<file path="src/rtl/w_writeback_grf_if.sv">
// W-stage bundle and D-stage register-file read ports of the writeback/GRF block.
// The slave side is the register file. The master side is the pipeline that feeds it.
interface w_writeback_grf_if;
   logic [31:0] W_Instr;
   logic [31:0] W_PC8;
   logic [31:0] W_RD;
   logic [31:0] W_Result;
   logic [4:0]  D_RA1;
   logic [4:0]  D_RA2;
   logic [31:0] D_RD1;
   logic [31:0] D_RD2;
   logic        W_WE;
   logic [4:0]  W_WA;
   logic [31:0] W_WD;

   modport master (
      output W_Instr, W_PC8, W_RD, W_Result, D_RA1, D_RA2,
      input  D_RD1, D_RD2, W_WE, W_WA, W_WD
   );

   modport slave (
      input  W_Instr, W_PC8, W_RD, W_Result, D_RA1, D_RA2,
      output D_RD1, D_RD2, W_WE, W_WA, W_WD
   );
endinterface

</file>
<file path="src/rtl/w_writeback_grf.sv">
// W-stage writeback: decodes destination and data, extracts sub-word loads, and commits
// to the 32x32 GRF. The two D-stage read ports bypass the value being written this cycle.
module w_writeback_grf (
   input  logic                  clk,
   input  logic                  reset,
   w_writeback_grf_if.slave      bus
);

   typedef enum logic [1:0] {WD_NONE, WD_RESULT, WD_PC8, WD_LOAD} wd_src_e;

   localparam logic [5:0] OP_SPECIAL = 6'b000000;
   localparam logic [5:0] OP_JAL     = 6'b000011;
   localparam logic [5:0] OP_ADDI    = 6'b001000;
   localparam logic [5:0] OP_ADDIU   = 6'b001001;
   localparam logic [5:0] OP_SLTI    = 6'b001010;
   localparam logic [5:0] OP_SLTIU   = 6'b001011;
   localparam logic [5:0] OP_ANDI    = 6'b001100;
   localparam logic [5:0] OP_ORI     = 6'b001101;
   localparam logic [5:0] OP_XORI    = 6'b001110;
   localparam logic [5:0] OP_LUI     = 6'b001111;
   localparam logic [5:0] OP_LB      = 6'b100000;
   localparam logic [5:0] OP_LH      = 6'b100001;
   localparam logic [5:0] OP_LW      = 6'b100011;
   localparam logic [5:0] OP_LBU     = 6'b100100;
   localparam logic [5:0] OP_LHU     = 6'b100101;

   localparam logic [5:0] FN_SLL  = 6'b000000;
   localparam logic [5:0] FN_SRL  = 6'b000010;
   localparam logic [5:0] FN_SRA  = 6'b000011;
   localparam logic [5:0] FN_SLLV = 6'b000100;
   localparam logic [5:0] FN_SRLV = 6'b000110;
   localparam logic [5:0] FN_SRAV = 6'b000111;
   localparam logic [5:0] FN_JALR = 6'b001001;
   localparam logic [5:0] FN_MFHI = 6'b010000;
   localparam logic [5:0] FN_MFLO = 6'b010010;
   localparam logic [5:0] FN_ADD  = 6'b100000;
   localparam logic [5:0] FN_ADDU = 6'b100001;
   localparam logic [5:0] FN_SUB  = 6'b100010;
   localparam logic [5:0] FN_SUBU = 6'b100011;
   localparam logic [5:0] FN_AND  = 6'b100100;
   localparam logic [5:0] FN_OR   = 6'b100101;
   localparam logic [5:0] FN_XOR  = 6'b100110;
   localparam logic [5:0] FN_NOR  = 6'b100111;
   localparam logic [5:0] FN_SLT  = 6'b101010;
   localparam logic [5:0] FN_SLTU = 6'b101011;

   logic [5:0]  op;
   logic [5:0]  fn;
   logic [4:0]  rt;
   logic [4:0]  rd;
   wd_src_e     wd_src;
   logic [4:0]  wa_dec;
   logic [7:0]  ld_byte;
   logic [15:0] ld_half;
   logic [31:0] ld_data;
   logic [31:0] wd_dec;
   logic        we;
   logic [4:0]  wa;
   logic [31:0] wd;
   logic [31:0] regs [32];

   assign op = bus.W_Instr[31:26];
   assign fn = bus.W_Instr[5:0];
   assign rt = bus.W_Instr[20:16];
   assign rd = bus.W_Instr[15:11];

   // NOTE: every always_comb assigns its outputs a default first, so no path leaves a latch.
   always_comb begin
      wd_src = WD_NONE;
      wa_dec = '0;
      case (op)
         OP_SPECIAL: begin
            case (fn)
               FN_ADD, FN_ADDU, FN_SUB, FN_SUBU, FN_AND, FN_OR, FN_XOR, FN_NOR,
               FN_SLT, FN_SLTU, FN_SLL, FN_SRL, FN_SRA, FN_SLLV, FN_SRLV, FN_SRAV,
               FN_MFHI, FN_MFLO: begin
                  wd_src = WD_RESULT;
                  wa_dec = rd;
               end
               FN_JALR: begin
                  wd_src = WD_PC8;
                  wa_dec = rd;
               end
               default: ;
            endcase
         end
         OP_ADDI, OP_ADDIU, OP_SLTI, OP_SLTIU, OP_ANDI, OP_ORI, OP_XORI, OP_LUI: begin
            wd_src = WD_RESULT;
            wa_dec = rt;
         end
         OP_JAL: begin
            wd_src = WD_PC8;
            wa_dec = 5'd31;
         end
         OP_LW, OP_LB, OP_LBU, OP_LH, OP_LHU: begin
            wd_src = WD_LOAD;
            wa_dec = rt;
         end
         default: ;
      endcase
   end

   // Little-endian lane select. The low address bit is ignored for halfwords.
   assign ld_byte = bus.W_RD[{bus.W_Result[1:0], 3'b000} +: 8];
   assign ld_half = bus.W_RD[{bus.W_Result[1], 4'b0000} +: 16];

   always_comb begin
      ld_data = bus.W_RD;
      case (op)
         OP_LB:   ld_data = {{24{ld_byte[7]}}, ld_byte};
         OP_LBU:  ld_data = {24'd0, ld_byte};
         OP_LH:   ld_data = {{16{ld_half[15]}}, ld_half};
         OP_LHU:  ld_data = {16'd0, ld_half};
         default: ld_data = bus.W_RD;
      endcase
   end

   always_comb begin
      wd_dec = '0;
      case (wd_src)
         WD_RESULT: wd_dec = bus.W_Result;
         WD_PC8:    wd_dec = bus.W_PC8;
         WD_LOAD:   wd_dec = ld_data;
         default:   wd_dec = '0;
      endcase
   end

   // Writes to $0 are dropped here, so the hazard unit never sees a phantom producer.
   assign we = (wd_src != WD_NONE) && (wa_dec != 5'd0);
   assign wa = we ? wa_dec : 5'd0;
   assign wd = we ? wd_dec : 32'd0;

   assign bus.W_WE = we;
   assign bus.W_WA = wa;
   assign bus.W_WD = wd;

   // NOTE: the array is cleared on reset because software may read registers before
   // writing them. Sequential state uses <= only.
   always_ff @(posedge clk) begin
      if (reset) begin
         for (int i = 0; i < 32; i++) regs[i] <= '0;
      end else if (we) begin
         regs[wa] <= wd;
      end
   end

   function automatic logic [31:0] read_port(input logic [4:0] ra);
      if (ra == 5'd0)           return 32'd0;
      else if (we && (wa == ra)) return wd;
      else                       return regs[ra];
   endfunction

   always_comb bus.D_RD1 = read_port(bus.D_RA1);
   always_comb bus.D_RD2 = read_port(bus.D_RA2);

endmodule

</file>
<file path="src/flat_wrapper.sv">
// flat-port wrapper written by rule: the top's interface ports become plain ports
module w_writeback_grf_flat 
  (clk, reset, bus_W_Instr, bus_W_PC8, bus_W_RD, bus_W_Result, bus_D_RA1, bus_D_RA2, bus_D_RD1, bus_D_RD2, bus_W_WE, bus_W_WA, bus_W_WD);
  w_writeback_grf_if bus_i ();
  input  logic clk;
  input  logic reset;
  input wire logic [$bits(bus_i.W_Instr)-1:0] bus_W_Instr;
  input wire logic [$bits(bus_i.W_PC8)-1:0] bus_W_PC8;
  input wire logic [$bits(bus_i.W_RD)-1:0] bus_W_RD;
  input wire logic [$bits(bus_i.W_Result)-1:0] bus_W_Result;
  input wire logic [$bits(bus_i.D_RA1)-1:0] bus_D_RA1;
  input wire logic [$bits(bus_i.D_RA2)-1:0] bus_D_RA2;
  output wire logic [$bits(bus_i.D_RD1)-1:0] bus_D_RD1;
  output wire logic [$bits(bus_i.D_RD2)-1:0] bus_D_RD2;
  output wire logic [$bits(bus_i.W_WE)-1:0] bus_W_WE;
  output wire logic [$bits(bus_i.W_WA)-1:0] bus_W_WA;
  output wire logic [$bits(bus_i.W_WD)-1:0] bus_W_WD;
  assign bus_i.W_Instr = bus_W_Instr;
  assign bus_i.W_PC8 = bus_W_PC8;
  assign bus_i.W_RD = bus_W_RD;
  assign bus_i.W_Result = bus_W_Result;
  assign bus_i.D_RA1 = bus_D_RA1;
  assign bus_i.D_RA2 = bus_D_RA2;
  assign bus_D_RD1 = bus_i.D_RD1;
  assign bus_D_RD2 = bus_i.D_RD2;
  assign bus_W_WE = bus_i.W_WE;
  assign bus_W_WA = bus_i.W_WA;
  assign bus_W_WD = bus_i.W_WD;
  w_writeback_grf u_core (.clk(clk), .reset(reset), .bus(bus_i));
endmodule
</file>
<file path="config.mk">
export PLATFORM = sky130hd
export DESIGN_NAME = w_writeback_grf_flat
export DESIGN_NICKNAME = d
export VERILOG_FILES = /design/src/rtl/w_writeback_grf_if.sv /design/src/rtl/w_writeback_grf.sv /design/src/flat_wrapper.sv
export SDC_FILE = /design/constraint.sdc
export NUM_CORES = 2
export LEC_CHECK = 0
export CAP_MARGIN = 20
export CELL_PAD_IN_SITES_DETAIL_PLACEMENT = 2
export CELL_PAD_IN_SITES_GLOBAL_PLACEMENT = 2
export CORE_ASPECT_RATIO = 0.6
export CORE_MARGIN = 2
export CORE_UTILIZATION = 35
export DETAILED_ROUTE_END_ITERATION = 10
export GPL_ROUTABILITY_DRIVEN = 0
export PLACE_DENSITY_LB_ADDON = 0.1
export SKIP_CTS_REPAIR_TIMING = 1
export SLEW_MARGIN = 20
export SYNTH_ARGS = -nofsm -noshare
export SYNTH_HDL_FRONTEND = slang
export SYNTH_SLANG_ARGS = --single-unit
</file>
<file path="constraint.sdc">
create_clock -name clk -period 3.2 [get_ports clk]
set_input_delay 0.48 -clock clk [delete_from_list [all_inputs] [get_ports clk]]
set_output_delay 0.48 -clock clk [all_outputs]
set_load 0.02 [all_outputs]
</file>
==> results.py <==
metrics = {
    "placed_design": {
        "place_area_sq_um": 66100,
        "dp_hpwl_microns": 186000,
        "io_buffers": 231,
    },
    "die": {
        "pin_count": 242,
        "fp-row-count": 112,
        "die_h_microns": 311,
        "dieArea_sq_um": 161000,
        "initial_core_util_pct": 35.3,
        "core_sq_um": 156000,
        "die_w_microns": 516,
    },
    "detailed_routing": {
        "avgRoutedWirePerCell_microns": 41.4,
        "postRouteAntennaNets": 0,
        "avgViaCountPerCell": 6.31,
        "vias": 42000,
        "drt_iter0_markers": 6059,
        "drtPass1Iterations": 5,
        "drcViolationCount": 0,
        "routed_wl_microns": 275000,
    },
    "power_and_ir_drop": {
        "leakage_nw": 24.6,
        "ir_worst_vdd_uv": 500,
        "power_w": 0.0363,
        "cellPowerDensity_nw_per_um2": 504,
    },
    "min_path": {
        "worst_hold_path.num_cells": 1,
        "hp-start": "reset",
        "hp-class": "in2reg",
        "whs_endpoint": "u_core.regs[0][4]",
    },
    "synth": {
        "synth_edf_count": 1024,
        "synthFlopType": "edfxtp_1",
        "synth.distinct_cells": 68,
        "synthTopCellsByCount": "1169 x nor2_1, 1024 x edfxtp_1, 641 x mux4_2",
        "yosysMostFrequentCell": "nor2_1",
        "syn_avg_cell_area_sq_um": 14.8,
        "syn_inst": 3709,
        "yosys.area.top_type": "edfxtp_1",
        "synthTopCellsByArea": "edfxtp_1 56%, mux4_2 26%, nor2_1 8.0%",
        "ys_ff_latch": 1024,
        "yosys.area.top_type_share_pct": 55.8,
        "yosysWarningCount": 0,
        "async_flop_share_pct": 0,
        "yosysSeqAreaShare_pct": 55.8,
        "mappedNetlistArea_sq_um": 55100,
    },
    "clocking": {
        "cts.clk_slew.worst_paths_ps": 70,
        "clockBufferDepth": 3,
        "root_buffer": "clkbuf_16",
        "cts_tree": "built",
        "numCtsBuffers": 106,
        "clkSinkCount": 1024,
        "htree_levels": 3,
    },
    "sta": {
        "rsz0062_at_grt": "true",
        "hold_viol": 0,
        "slew_viol_final": 0,
        "fmax_mhz": 255,
        "fin_crit_ps": 3920,
        "finalWorstSetupSlack_ps": -723,
        "maxSlewHeadroom_pct": 42.9,
        "final.period_utilization_pct": 123,
        "tightestPinTransition_ps": 856,
        "setup_viol": 108,
        "finalSetupTns_ps": -45810,
    },
    "status": {
        "violations": "negative setup slack",
        "outcome": "finished, violations left",
    },
    "finish": {
        "largest_reg_flops": 1024,
        "design_area_sq_um": 72100,
        "layout.nets": 4587,
        "top_regs": "u_core.regs: 1024 flops",
        "area_delta_synth_final_pct": 30.9,
        "largest_register": "u_core.regs",
        "final_layout_size_suffix_gt1_share_pct": 44.5,
        "fillers": 14600,
    },
    "global_routing": {
        "antenna_found_initial": 9,
        "grt_usage_pct": 33.3,
        "grt_max_degree": 51,
        "grt_pass1_wl_microns": 367000,
        "grt_overflow": 0,
        "first_global_vias": 43100,
    },
    "worst_setup_path": {
        "cp_max_fo": 6,
        "critPathLaunchType": "input pin",
        "path_class": "in2out",
        "arrival_ps": 3440,
        "crit_required_ps": 2720,
        "critical_path.endpoint_type": "output port",
    },
    "job": {
        "maxCapViolations": 0,
    },
}
-- metrics by stage --
stage / hold WS [ps] / utilization, % / instances / setup slack (ps)
after floorplan: 724 / - / 3740 / -64.3
after global placement: 950 / 42.4 / 6328 / -1480
after detailed placement: 952 / 42.4 / 6329 / -1430
after CTS: 142 / 44.7 / 6526 / -1450
after global routing: 168 / 46.3 / 6647 / -712
final: 216 / 46.3 / 6651 / -723
-- placed cells by master (no fill, tap or decap), types with 13 or more instances in the layout --
master	n
nor2_4	13
a221oi_4	21
edfxtp_1	1024
buf_6	125
clkinv_1	25
clkbuf_16	117
buf_12	182
mux2i_1	40
mux4_2	641
nand2b_2	27
mux2_4	55
conb_1	32
nand3_2	16
clkdlybuf4s50_1	101
nand2_2	21
nor2_1	1141
clkinv_2	24
nor2_2	16
inv_1	13
inv_2	19
clkbuf_1	14
or2_4	26
buf_4	534
bufinv_16	20
-- critical path: stages --
cell	delay, ps
clkbuf_2	170
nand2b_1	230
a2111oi_0	630
or3_4	290
buf_4	120
o21ai_2	60
a221oi_4	310
and3_4	410
clkbuf_16	260
mux2_4	320
buf_6	130
-- cell type report --
| type | count | area [sq um] | area share (%) |
|---|---|---|---|
| diodes | 6 | 15.0 | 0.0208 |
| inverters | 40 | 221 | 0.307 |
| multi-input cells | 2278 | 24000 | 33.3 |
| clock buffers | 122 | 2760 | 3.82 |
| well taps | 2109 | 2640 | 3.66 |
| flip-flops and latches | 1024 | 30700 | 42.7 |
| clock inverters | 75 | 827 | 1.15 |
| repair buffers | 997 | 10900 | 15.1 |
-- worst max-delay path by stage --
stage	cells past startpoint	endpoint	startpoint	slack, ps
final	11	bus_D_RD2[26]	bus_W_Instr[28]	-720
after global routing	12	bus_D_RD1[12]	bus_W_Instr[28]	-710
after CTS	13	bus_D_RD1[18]	bus_W_Instr[28]	-1450
after detailed placement	13	bus_D_RD1[18]	bus_W_Instr[28]	-1430
after global placement	12	bus_W_WD[7]	bus_W_Instr[29]	-1480
after floorplan	9	bus_D_RD1[27]	bus_W_Instr[1]	-60
-- cells by family after synthesis --
logic type	count (synthesis)	share of synthesized area, %
AND/OR/NAND/NOR	1338	9.78
flip-flops	1024	55.8
multiplexers	758	28.8
buffers and inverters	438	3.30
AO/OA/AOI/OAI	150	2.31
other	1	0.00681
-- where the power goes --
| group | internal (W) | switching (W) | total [W] |
|---|---|---|---|
| Sequential | 0.0155 | 0.000432 | 0.0159 |
| Clock | 0.00760 | 0.00582 | 0.0134 |
| Combinational | 0.00326 | 0.00370 | 0.00696 |
-- routing by layer --
layer | track usage, % | vias up | wire length, microns
met1 | 49.1 | 23200 | 116000
met4 | 9.01 | 2 | 8350
met2 | 48.8 | 2605 | 122000
li1 | - | 15800 | -
met3 | 8.24 | 429 | 28800
met5 | 0 | - | 13
Note: power is estimated with default switching activity, not from simulation.
